### src/rtl/mem_responder.sv
// mem_responder: memory-side responder for the PC/C-bus address path.
// Accepts one read or write at a time, inserts WAIT wait states, performs the
// access on an internal 2^AW x DW array and acknowledges with a one-cycle pulse.
//
// Ports:
//   clk      - clock, all state changes on the rising edge
//   reset    - asynchronous, active-low reset
//   req      - request, held by the initiator until ack
//   write    - 1 = write, 0 = read; sampled with req
//   address  - word address; sampled with req
//   wdata    - write data; sampled with req
//   rdata    - read data; updates on the edge raising ack, holds otherwise
//   ack      - one-cycle completion pulse
//   busy     - high whenever the responder is not idle
module mem_responder #(
  parameter int unsigned AW   = 8,
  parameter int unsigned DW   = 16,
  parameter int unsigned WAIT = 2   // legal range 0..15
) (
  input  logic          clk,
  input  logic          reset,
  input  logic          req,
  input  logic          write,
  input  logic [AW-1:0] address,
  input  logic [DW-1:0] wdata,
  output logic [DW-1:0] rdata,
  output logic          ack,
  output logic          busy
);

  localparam int unsigned Depth   = 2 ** AW;
  localparam logic [3:0]  WaitCnt = 4'(WAIT);

  typedef enum logic [1:0] {
    StIdle,
    StWait,
    StAck
  } state_e;

  state_e          state_q, state_d;
  logic [3:0]      cnt_q, cnt_d;
  logic [AW-1:0]   addr_q, addr_d;
  logic            write_q, write_d;
  logic [DW-1:0]   wdata_q, wdata_d;
  logic [DW-1:0]   rdata_q, rdata_d;
  logic            mem_we;

  // Storage is deliberately not reset; contents are undefined until written.
  logic [DW-1:0]   mem_q [Depth];

  always_comb begin
    state_d = state_q;
    cnt_d   = cnt_q;
    addr_d  = addr_q;
    write_d = write_q;
    wdata_d = wdata_q;
    rdata_d = rdata_q;
    mem_we  = 1'b0;

    unique case (state_q)
      StIdle: begin
        if (req) begin
          addr_d  = address;
          write_d = write;
          wdata_d = wdata;
          cnt_d   = WaitCnt;
          state_d = StWait;
        end
      end
      StWait: begin
        if (cnt_q != 4'd0) begin
          cnt_d = cnt_q - 4'd1;
        end else begin
          // Access uses only the captured fields; live inputs are ignored here.
          if (write_q) begin
            mem_we = 1'b1;
          end else begin
            rdata_d = mem_q[addr_q];
          end
          state_d = StAck;
        end
      end
      StAck: begin
        state_d = StIdle;
      end
      default: begin
        state_d = StIdle;
      end
    endcase
  end

  always_ff @(posedge clk or negedge reset) begin
    if (!reset) begin
      state_q <= StIdle;
      cnt_q   <= '0;
      addr_q  <= '0;
      write_q <= 1'b0;
      wdata_q <= '0;
      rdata_q <= '0;
    end else begin
      state_q <= state_d;
      cnt_q   <= cnt_d;
      addr_q  <= addr_d;
      write_q <= write_d;
      wdata_q <= wdata_d;
      rdata_q <= rdata_d;
    end
  end

  // mem_we is decoded from state_q, so an asynchronous reset before the commit
  // edge suppresses the write.
  always_ff @(posedge clk) begin
    if (mem_we) begin
      mem_q[addr_q] <= wdata_q;
    end
  end

  assign rdata = rdata_q;
  assign ack   = (state_q == StAck);
  assign busy  = (state_q != StIdle);

endmodule
### config.mk
export PLATFORM = sky130hd
export DESIGN_NAME = mem_responder
export DESIGN_NICKNAME = d
export VERILOG_FILES = /design/src/rtl/mem_responder.sv
export SDC_FILE = /design/constraint.sdc
export NUM_CORES = 2
export LEC_CHECK = 0
export ABC_AREA = 0
export BUFFER_PORTS_ARGS = -buffer_cell sky130_fd_sc_hd__buf_2
export CORE_AREA = 2 2 411 820
export DETAILED_ROUTE_END_ITERATION = 16
export DIE_AREA = 0 0 413 822
export GPL_ROUTABILITY_DRIVEN = 0
export HOLD_SLACK_MARGIN = 0.1
export PLACE_DENSITY_LB_ADDON = 0.1
export RECOVER_POWER = 100
export REMOVE_ABC_BUFFERS = 1
export SYNTH_ARGS = -nofsm -noshare
export SYNTH_HDL_FRONTEND = slang
export SYNTH_SLANG_ARGS = --single-unit
### constraint.sdc
create_clock -name clk -period 4.7 [get_ports clk]
set_clock_uncertainty 0.2 [all_clocks]
set_input_delay 0.47 -clock clk [delete_from_list [all_inputs] [get_ports clk]]
set_output_delay 0.47 -clock clk [all_outputs]
set_load 0.005 [all_outputs]
### Word level (Yosys, flattened, before mapping)

Memories as Yosys holds them, arrays and structs flattened. A register that Yosys moved wholly into a read port is not among the register bits.
Cells that the tools add are included.

* add/sub/neg operators: 1
* eq/ne operators: 5
* mux-type cells: 11
* bitwise logic cells: 2
* reductions and logical operators: 9

Operator list (number)
* $mux W4: 2
* $pmux W4 S2: 1
* $ne A2 B2 Y1 const B: 3
* $reduce_and A3 Y1: 2
* $mux W1: 5
* $mux W2: 2
* $pmux W2 S2: 1
* $reduce_and A2 Y1: 2
* $reduce_bool A2 Y1: 2
* $reduce_bool A4 Y1: 1
* $sub A4 B1 Y4 const B: 1
* $eq A2 B1 Y1 const B: 1
* $eq A2 B2 Y1 const B: 1
* $logic_not A2 Y1: 1
* $not A1 Y1: 2
* $logic_not A1 Y1: 1

* register bits: 31
* RAM bits: 4096
* input bits: 28
* output and inout port bits: 18
* logic and storage cells: 34
* memories: 1

Memory list
* mem_q: words 256, width 16, rd ports 1, clocked after memory_dff 1, write ports 1, line 49 `logic [DW-1:0] mem_q [Depth];`

### Logic depth before layout (Yosys ltp)

* word-level depth: 5
* depth in mapped cells: 14

### Worst setup path before layout

Ideal clock, no wire load.

* path kind: reg-to-reg
* start: reg wdata_q[0]
* end: mem mem_q[0][0], data pin
* data arrival time: 3.181 ns
* required time: 3.697 ns
* path slack: 0.516 ns
* cell stages (with the launch flop): 1
* buffers on the path: 0
* path through: dfrtp_1

RTL lines
* start, declared: line 44 `logic [DW-1:0] wdata_q, wdata_d;`
* start signal, assigned: line 105 `wdata_q <= wdata_d;`
* end, declared: line 49

Straight into the memory's write port.

### Final worst setup path

* start: reg addr_q[0]
* end: mem mem_q[7][4] (enable)

RTL lines
* start, declared: line 42 `logic [AW-1:0] addr_q, addr_d;`
* start signal, assigned: line 103 `addr_q <= addr_d;`

Straight into the memory's write port.

==> results.json <==
{
  "status": "finished with violations",
  "violations": "max-capacitance violations, max-slew violations, negative setup slack",
  "synth.distinct_cells": 68,
  "arrival_ns": 5.14,
  "grt_pass1_vias": 82460,
  "routed_wl_um": 514500,
  "clock-root-buffer": "clkbuf_16",
  "critical_path_required_ns": 5.09,
  "hp-start": "address[7]",
  "place_area_um2": 169700,
  "drc": 0,
  "clk_pin_slew_ns": 0.07,
  "fin_tns_setup_ns": -0.2338,
  "crit_type": "register to register",
  "num_rows": 300,
  "yosysSeqAreaShare_pct": 78.04,
  "power.density_nw_per_um2": 643.4,
  "ys_async_sr_fraction_pct": 1.134,
  "ir_drop_v": 0.0004973,
  "period_needed_ns": 4.747,
  "grt_max_degree": 153,
  "fin_nets": 8045,
  "finalCritPeriodShare_pct": 101.0,
  "register_area_um2": 124200,
  "ys.flop_type": "edfxtp_1",
  "fin_area_um2": 180600,
  "drive_gt1_share_pct": 27.98,
  "syn_inst": 7263,
  "max-cap-violations": 33,
  "fin_ws_ns": -0.04677,
  "first_iter_violations": 9887,
  "clk_path_buf_depth": 4,
  "hold_viol_final": 0,
  "critPathLaunch": "addr_q[0]",
  "vias": 81060,
  "rsz0062_at_grt": "false",
  "wl_per_cell_um": 40.52,
  "finalSetupViolCount": 9,
  "vias_per_cell": 6.383,
  "p_leak_uw": 0.05657,
  "start_util_pct": 47.74,
  "max_freq_mhz": 210.7,
  "grt_pass1_wl_um": 696400,
  "cts_max_level": 5,
  "tightest_slew_ns": 3.788,
  "cts_buffers": 363,
  "holdWs_ns": 0.2206,
  "slew_viol_final": 2196,
  "drt-pass1-iter-count": 6,
  "ys_ff_latch": 4143,
  "clock_latency_ns": 0.94,
  "ant_nets": 0,
  "synth.avg_cell_area_um2": 21.91,
  "synth_edf_count": 4096,
  "power_uw": 116200,
  "fin_util_pct": 54.18,
  "fp.coreArea_um2": 333300,
  "yosysWarnings": 0,
  "ioPinCount": 46,
  "dp_hpwl_um": 336300,
  "synthToLayoutAreaGrowth_pct": 13.50,
  "multiInputGateArea_um2": 32980,
  "cp_max_fo": 17,
  "endpoint_kind": "register",
  "timing.slew.headroom_pct": -152.5,
  "start_kind": "register",
  "worst_r2r_startpoint": "addr_q[0]",
  "die_h_um": 822,
  "clock_sinks": 4143,
  "hp-class": "input port to register",
  "overflow": 0,
  "grt_usage_pct": 30.28,
  "die_x_um": 413,
  "dieArea_um2": 339500,
  "cts_tree": "built",
  "antenna_found_initial": 33,
  "post-cts-setup-buffers": 0,
  "portBuffers": 45,
  "fill_cells": 25500,
  "synth_area_um2": 159100
}
[layout by cell type, fill, tap and decap left out, types with 10 or more instances in the layout]
master / synthesis / final
nand2_1: 235 / 228
buf_12: 1 / 77
nand4_1: 11 / 11
clkbuf_1: 146 / 144
nor2_2: 0 / 75
clkinv_1: 2 / 92
diode_2: 0 / 22
o22ai_1: 95 / 95
nor4_1: 15 / 12
nand3_1: 40 / 40
bufinv_16: 0 / 31
nor2b_1: 18 / 15
buf_4: 93 / 358
mux2i_1: 290 / 290
and3_1: 15 / 15
a31oi_1: 37 / 37
dfrtp_1: 47 / 38
clkbuf_16: 0 / 370
o22a_1: 38 / 38
clkbuf_2: 0 / 190
dlygate4sd3_1: 0 / 56
buf_2: 150 / 30
o221ai_1: 20 / 20
o21ai_0: 106 / 106
nor3_1: 35 / 32
a22oi_1: 76 / 76
nor2_1: 314 / 238
a32oi_1: 54 / 54
clkinvlp_4: 0 / 12
a2111oi_0: 12 / 10
mux2_2: 82 / 81
clkinv_2: 0 / 55
mux4_2: 948 / 948
clkbuf_4: 0 / 21
a221oi_1: 12 / 12
a21oi_1: 102 / 102
edfxtp_1: 4096 / 4096
nand2b_1: 11 / 10
a211oi_1: 15 / 15
[stage by stage]
stage / std cells / setup slack (ns)
after floorplan: 6835 / -38.57
after global placement: 11970 / 0.1704
after detailed placement: 11970 / 0.1640
after CTS: 12680 / 0.1359
after global routing: 12680 / 0.09816
final: 12700 / -0.04677
[flip-flops by register name, indices dropped and copies added, names as in the netlist]
signal / flops
state_q: 2
wdata_q: 16
cnt_q: 4
addr_q: 8
write_q: 1
rdata: 16
mem_q: 4096
[synthesized netlist by cell type, types with 40 or more instances]
cell	instances	share of area, %
a21oi_1	102	0.32
a22oi_1	76	0.36
a32oi_1	54	0.30
buf_2	150	0.47
buf_4	93	0.44
clkbuf_1	146	0.34
dfrtp_1	47	0.74
edfxtp_1	4096	77
mux2_2	82	0.58
mux2i_1	290	1.8
mux4_2	948	13
nand2_1	235	0.55
nand3_1	40	0.13
nor2_1	314	0.74
o21ai_0	106	0.33
o22ai_1	95	0.37
[timing repair]
item	CTS	global route
resized for setup	0	0
endpoints found under the hold margin	77	0
hold buffers	57	0
[routing by layer]
metal	wire [um]	up-vias	GRT usage [%]	part of all wire, %
li1	-	32050	-	-
met1	170300	43970	34.69	33
met2	265100	3990	52.22	52
met3	36820	1035	5.008	7.2
met4	42200	14	19.82	8.2
met5	106	-	0	0.021
[final timing paths]
check,slack (ns),cells past startpoint,end
max in group asynchronous,0.55,3,addr_q[1]
max,-0.05,9,mem_q[7][4]
min reg2reg,0.35,2,cnt_q[3]
min,0.22,3,addr_q[7]
max reg2reg,-0.05,9,mem_q[7][4]
min in group asynchronous,1.51,3,rdata[15]
[cells by family after synthesis]
| group | after synthesis | synth area share [%] |
|---|---|---|
| compound gates | 623 | 2.661 |
| fa+ha+maj | 2 | 0.01572 |
| xor+xnor | 2 | 0.01101 |
| mux | 1322 | 15.86 |
| flops | 4143 | 78.04 |
| buf+inv | 437 | 1.421 |
| simple gates | 734 | 2.000 |
[final cells by class]
class	instances	area share (%)
Sequential cell	4143	68.77
Multi-Input combinational cell	2683	18.26
Clock buffer	439	5.292
Timing Repair Buffer	815	3.549
Tap cell	4379	3.034
Clock inverter	209	1.034
Antenna cell	22	0.03048
Inverter	9	0.02702
[power breakdown]
| group | switching [uW] | internal, uW | leakage, uW |
|---|---|---|---|
| sequential | 2200 | 46900 | 0.0374 |
| combinational | 24900 | 12500 | 0.0136 |
| clock | 13500 | 16200 | 0.00557 |
[critical path, stage by stage, from the launching register on]
cell	delay, ns
dfrtp_4	0.67
buf_12	0.25
inv_6	0.26
buf_4	0.52
nor3_1	0.13
buf_4	0.18
nand2_1	0.08
clkbuf_1	1.32
nor2_1	0.31
buf_2	0.41
Power figures use the tool's default switching activity.
